File: src/rtl/mem_wb_pipe_pkg.sv
// mem_wb_pipe_pkg: default widths and payload layout shared by the MEM->WB stage
package mem_wb_pipe_pkg;
  localparam int MEM_WB_DATA_W = 32;
  localparam int MEM_WB_REG_ADDR_W = 5;
  typedef struct packed {
    logic regwrite;
    logic memtoreg;
    logic [MEM_WB_DATA_W-1:0] aluOut;
    logic [MEM_WB_DATA_W-1:0] dmOut;
    logic [MEM_WB_REG_ADDR_W-1:0] writeReg;
  } memWbPayload_t;
endpackage

File: src/rtl/mem_wb_pipe_skid_buf.sv
// skid_buf: 2-entry FIFO valid/ready buffer with registered inReady and synchronous flush
module skid_buf #(
  parameter int W = 8
) (
  input  logic         clk,
  input  logic         reset,
  input  logic         flush,
  input  logic         inValid,
  output logic         inReady,
  input  logic [W-1:0] inData,
  output logic         outValid,
  input  logic         outReady,
  output logic [W-1:0] outData
);
  logic skidValid, accept, drain, advance, nextMainValid, nextSkidValid;
  logic [W-1:0] skidData, nextMainData, nextSkidData;
  always_comb begin
    accept = inValid & inReady;
    drain = outValid & outReady;
    advance = !outValid | drain;
    nextMainValid = advance ? (skidValid | accept) : outValid;
    nextMainData = advance ? (skidValid ? skidData : (accept ? inData : outData)) : outData;
    nextSkidValid = advance ? (skidValid & accept) : (skidValid | accept);
    nextSkidData = (accept & (skidValid | !advance)) ? inData : skidData;
  end
  // inReady mirrors the next skid state, so an accept can never find the skid occupied
  always_ff @(posedge clk) begin
    if (reset) begin
      outValid <= 1'b0;
      skidValid <= 1'b0;
      outData <= '0;
      skidData <= '0;
      inReady <= 1'b1;
    end else if (flush) begin
      outValid <= 1'b0;
      skidValid <= 1'b0;
      inReady <= 1'b1;
    end else begin
      outValid <= nextMainValid;
      skidValid <= nextSkidValid;
      outData <= nextMainData;
      skidData <= nextSkidData;
      inReady <= !nextSkidValid;
    end
  end
endmodule

File: src/rtl/mem_wb_pipe.sv
// mem_wb_pipe: MEM->WB stage with skid buffer, regwrite gating and result mux
// Define MEM_WB_PERF_EN to add retire_cnt/stall_cnt performance counters.
module mem_wb_pipe
  import mem_wb_pipe_pkg::*;
#(
  parameter int DATA_W = MEM_WB_DATA_W,
  parameter int REG_ADDR_W = MEM_WB_REG_ADDR_W
) (
  input  logic                  clk,
  input  logic                  reset,
  input  logic                  flush,
  input  logic                  in_valid,
  output logic                  in_ready,
  input  logic                  regwriteM,
  input  logic                  memtoregM,
  input  logic [DATA_W-1:0]     alu_outM,
  input  logic [DATA_W-1:0]     dm_outM,
  input  logic [REG_ADDR_W-1:0] write_regM,
  output logic                  out_valid,
  input  logic                  out_ready,
  output logic                  regwriteW,
  output logic                  memtoregW,
  output logic [DATA_W-1:0]     alu_outW,
  output logic [DATA_W-1:0]     dm_outW,
  output logic [REG_ADDR_W-1:0] write_regW,
  output logic [DATA_W-1:0]     resultW
`ifdef MEM_WB_PERF_EN
  ,
  output logic [31:0]           retire_cnt,
  output logic [31:0]           stall_cnt
`endif
);
  typedef struct packed {
    logic regwrite;
    logic memtoreg;
    logic [DATA_W-1:0] aluOut;
    logic [DATA_W-1:0] dmOut;
    logic [REG_ADDR_W-1:0] writeReg;
  } payload_t;
  payload_t inPay, outPay;
  assign inPay = {regwriteM, memtoregM, alu_outM, dm_outM, write_regM};
  skid_buf #(.W($bits(payload_t))) u_skid (
    .clk(clk),
    .reset(reset),
    .flush(flush),
    .inValid(in_valid),
    .inReady(in_ready),
    .inData(inPay),
    .outValid(out_valid),
    .outReady(out_ready),
    .outData(outPay)
  );
  // writes to r0 are architecturally discarded
  assign regwriteW = out_valid & outPay.regwrite & (|outPay.writeReg);
  assign memtoregW = outPay.memtoreg;
  assign alu_outW = outPay.aluOut;
  assign dm_outW = outPay.dmOut;
  assign write_regW = outPay.writeReg;
  assign resultW = outPay.memtoreg ? outPay.dmOut : outPay.aluOut;
`ifdef MEM_WB_PERF_EN
  always_ff @(posedge clk) begin
    if (reset) begin
      retire_cnt <= '0;
      stall_cnt <= '0;
    end else begin
      if (out_valid & out_ready & (regwriteW | memtoregW)) retire_cnt <= retire_cnt + 32'd1;
      if (out_valid & !out_ready) stall_cnt <= stall_cnt + 32'd1;
    end
  end
`endif
endmodule

File: config.mk
export PLATFORM = sky130hd
export DESIGN_NAME = mem_wb_pipe
export DESIGN_NICKNAME = d
export VERILOG_FILES = /design/src/rtl/mem_wb_pipe_pkg.sv /design/src/rtl/mem_wb_pipe_skid_buf.sv /design/src/rtl/mem_wb_pipe.sv
export SDC_FILE = /design/constraint.sdc
export NUM_CORES = 1
export LEC_CHECK = 0
export CAP_MARGIN = 20
export CORE_MARGIN = 5
export CORE_UTILIZATION = 55
export CTS_CLUSTER_DIAMETER = 40
export CTS_CLUSTER_SIZE = 8
export DETAILED_ROUTE_END_ITERATION = 6
export PLACE_DENSITY = 0.91
export SYNTH_ARGS = -nofsm -noshare
export SYNTH_HDL_FRONTEND = slang
export SYNTH_SLANG_ARGS = --single-unit
File: constraint.sdc
create_clock -name clk -period 3.9 [get_ports clk]
set_input_delay 0.78 -clock clk [delete_from_list [all_inputs] [get_ports clk]]
set_output_delay 0.78 -clock clk [all_outputs]
set_load 0.005 [all_outputs]
==> impl_summary.txt <==
----------------------------------------------------
[Timing]
  Max-slew violation count ... 0
  Final setup violation count ... 0
  RSZ-0062 raised after global routing ... false
  Time the final worst path needs with I/O delays and setup ... 3081 ps
  Transition at the pin with the smallest max-transition slack ... 993.8 ps
  Crit share post-route ... 78.99%
  Highest clock frequency the design can meet ... 324.6 MHz
  Slew HR ... 33.75%
  Final count of hold timing violations ... 0
  Setup tns final ... 0 ps
  Worst setup skew after layout ... 4.032 ps
  Smallest hold slack ... 470.2 ps

[Floorplanning]
  Die outline width ... 131.9 µm
  IO Pins ... 181
  Die height ... 131.9 µm
  Die area ... 17390 µm²
  Effective utilization at floorplan ... 56.19%
  Area of the core ... 14530 µm²
  Cell row count ... 44

[Clock network]
  Number of buffers created by CTS ... 17
  Clock transition at the registers of the reported paths ... 60 ps
  Buffer levels on the longest clock path ... 2
  Post-cts resize count ... 0
  Clock root buffer master ... sky130_fd_sc_hd__clkbuf_16
  Source-to-sink clock delay at the later pin of the worst-skew pair ... 410 ps
  # Post-CTS Setup Buffers ... 0
  Sinks on Clock Net ... 145
  H-tree depth ... 4
  Post-CTS Hold Fix Bufs ... 0
  CTS tree ... done

[Worst setup path]
  Kind of critical path ... flip-flop to output pin
  Critical Path Source Type ... flip-flop
  Type of destination of the critical path ... output pin
  Setup slack of the most critical reg-to-reg path ... 1570 ps
  Critical path peak fanout ... 42
  Critical path required time ... 3120 ps
  Depth of the worst register-to-register path ... 4
  Arrival time of the worst setup path ... 2300 ps

[Hold path]
  Cell depth of the worst hold path ... 2
  Worst hold path class ... flip-flop to flip-flop

[Placement]
  Placement Cell Area ... 9425 µm²
  Placed Cells ... 1094
  DPL Wire Length ... 12890 µm
  Final weighted congestion in routability-driven placement ... 0.7732
  Number of input and output port buffers inserted ... 180

[Outcome]
  Status ... finished clean

[Yosys]
  Leading register cell type out of synthesis ... sky130_fd_sc_hd__dfxtp_1
  Count of synthesis-stage warnings from yosys ... 0
  Share of the synthesized area in the top cell type ... 35.54%
  Number of distinct library cells after synthesis ... 25
  List of most frequent post-synthesis cells ... sky130_fd_sc_hd__dfxtp_1 (145), sky130_fd_sc_hd__nand2b_1 (142), sky130_fd_sc_hd__buf_4 (76)
  Post-Synthesis Cells ... 866
  Register bit count reported by yosys ... 145
  Sequential cell area fraction in the yosys report ... 35.54%
  Area contributors post-synth ... sky130_fd_sc_hd__dfxtp_1 (36%), sky130_fd_sc_hd__nand2b_1 (11%), sky130_fd_sc_hd__a211oi_2 (11%)
  Syn avg cell area ... 9.430 µm²
  Dominant cell by count in the synthesized netlist ... sky130_fd_sc_hd__dfxtp_1
  Ys async rst share ... 0%
  Cell taking the most area after synthesis ... sky130_fd_sc_hd__dfxtp_1
  Count of flip-flops with a built-in enable after synthesis ... 0
  Mapped Nets ... 942
  Cell area after technology mapping ... 8167 µm²

[Pwr]
  Switching part of the total ... 23.90%
  Power per standard cell area ... 389.1 nW/µm²
  Internal Power ... 2.975 mW
  Portion of total power attributed to sequential cells ... 40.7%
  Maximum vdd ir drop ... 0.2625 mV
  Power share of the clock group ... 44.1%
  Net Sw Power ... 0.9344 mW
  Leakage power ... 3.363 nW
  Share of power burned in combinational logic ... 15.2%

[Final layout]
  Final instance count without filler cells ... 1126
  Post-synthesis to final-layout area growth ... 23.03%
  Multi-input logic area ... 4119 µm²
  # nets final ... 1005
  Count of fill cells added during filler insertion ... 1106
  Area taken by flip-flops and latches ... 2908 µm²
  Fin util ... 69.13%
  Ratio of cells with drive above 1 in the final layout ... 13.69%
  Post-layout instance area ... 10050 µm²
  Antenna Cells ... 0

[Drt]
  First-pass DRT Iterations ... 4
  Avg WL per Cell ... 18.19 µm
  DRC violation total after the first TritonRoute iteration ... 441
  Detailed-route DRC error count ... 0
  Drt total wl ... 20490 µm
  Vias after detailed routing ... 6377
  Count of antenna-violating nets left after detailed routing ... 0
  Vias/cell ... 5.663

[Global routing]
  Largest net degree at the start of global routing ... 90
  Global-route wire length before repair ... 33180 µm
  GRT Overall Usage ... 23.01%
  Vias in the first global route ... 6540
  Overflow left after global routing ... 0
  Initial antenna violation count ... 0

[Flow run]
  Max capacitance violation total ... 0

----------------------------------------------------
per-stage QoR:
step / power (mW) / worst slack, ps
after global routing: 4.055 / 675.5
after detailed placement: 2.212 / 937.7
after global placement: 2.197 / 997.9
after CTS: 3.927 / 775.8
after floorplan: 1.972 / 2070
final: 3.910 / 819.4
path summary, 6_finish.rpt:
kind,start,end
min,u_skid.skidData[40]$_SDFFE_PP0P_,u_skid.skidData[40]$_SDFFE_PP0P_
max,u_skid.outData[69]$_SDFFE_PP0P_,resultW[27]
max reg2reg,u_skid.skidValid$_SDFF_PP0_,u_skid.outData[55]$_SDFFE_PP0P_
min reg2reg,u_skid.skidData[40]$_SDFFE_PP0P_,u_skid.skidData[40]$_SDFFE_PP0P_
cell families (layout without fill, tap and decap cells):
group | after synthesis | count (layout) | share of synthesized area, %
AND/OR/NAND/NOR | 253 | 253 | 18.31
buffers and inverters | 218 | 294 | 14.36
flip-flops | 145 | 145 | 35.54
multiplexers | 142 | 142 | 18.49
AO/OA/AOI/OAI | 107 | 107 | 13.18
adder cells (fa/ha/maj) | 1 | 1 | 0.1226
critical path, stage by stage (launching register included):
cell                              delay (ps)
sky130_fd_sc_hd__dfxtp_2                 630
sky130_fd_sc_hd__buf_4                   480
sky130_fd_sc_hd__nand2_1                 130
sky130_fd_sc_hd__o21ai_0                 100
sky130_fd_sc_hd__clkdlybuf4s50_1         530
flip-flops by register name (all words and copies together) (netlist names):
register	cells
u_skid.outData	71
u_skid.skidData	71
u_skid.inReady	1
u_skid.outValid	1
u_skid.skidValid	1
layer usage:
| metal | vias to the layer above | global-route usage, % | wire length, µm |
|---|---|---|---|
| li1 | 3023 | - | - |
| met5 | - | 0 | 0 |
| met1 | 3125 | 29.09 | 9301 |
| met4 | 0 | 8.114 | 407 |
| met3 | 31 | 5.649 | 1015 |
| met2 | 198 | 38.32 | 9764 |
power by group through the flow:
stage | combinational (mW) | clock [mW] | sequential, mW
finish | 0.593 | 1.73 | 1.59
global route | 0.637 | 1.82 | 1.60
CTS | 0.596 | 1.74 | 1.59
detailed placement | 0.591 | 0 | 1.62
global placement | 0.578 | 0 | 1.62
floorplan | 0.370 | 0 | 1.60
layout make-up:
class                           count  area share (%)
Multi-Input combinational cell    503           41.00
Clock inverter                     10           1.569
Inverter                           72           2.690
Sequential cell                   145           28.94
Tap cell                          184           2.291
Timing Repair Buffer              190           18.89
Clock buffer                       22           4.620
layout by cell type (no fill, tap or decap), types with 2 or more instances in the layout:
| cell type | instances |
|---|---|
| sky130_fd_sc_hd__inv_1 | 72 |
| sky130_fd_sc_hd__mux2i_1 | 71 |
| sky130_fd_sc_hd__nand2b_1 | 142 |
| sky130_fd_sc_hd__clkinv_2 | 4 |
| sky130_fd_sc_hd__bufinv_16 | 4 |
| sky130_fd_sc_hd__clkbuf_16 | 17 |
| sky130_fd_sc_hd__nor4_1 | 72 |
| sky130_fd_sc_hd__buf_12 | 2 |
| sky130_fd_sc_hd__clkdlybuf4s50_1 | 178 |
| sky130_fd_sc_hd__o21ai_0 | 32 |
| sky130_fd_sc_hd__buf_4 | 8 |
| sky130_fd_sc_hd__a211oi_2 | 70 |
| sky130_fd_sc_hd__mux2_2 | 12 |
| sky130_fd_sc_hd__clkbuf_8 | 2 |
| sky130_fd_sc_hd__and2_1 | 2 |
| sky130_fd_sc_hd__clkbuf_1 | 3 |
| sky130_fd_sc_hd__mux2_1 | 59 |
| sky130_fd_sc_hd__nand2_1 | 34 |
| sky130_fd_sc_hd__clkinv_4 | 2 |
| sky130_fd_sc_hd__dfxtp_1 | 143 |
(Power assumes the default switching activity.)
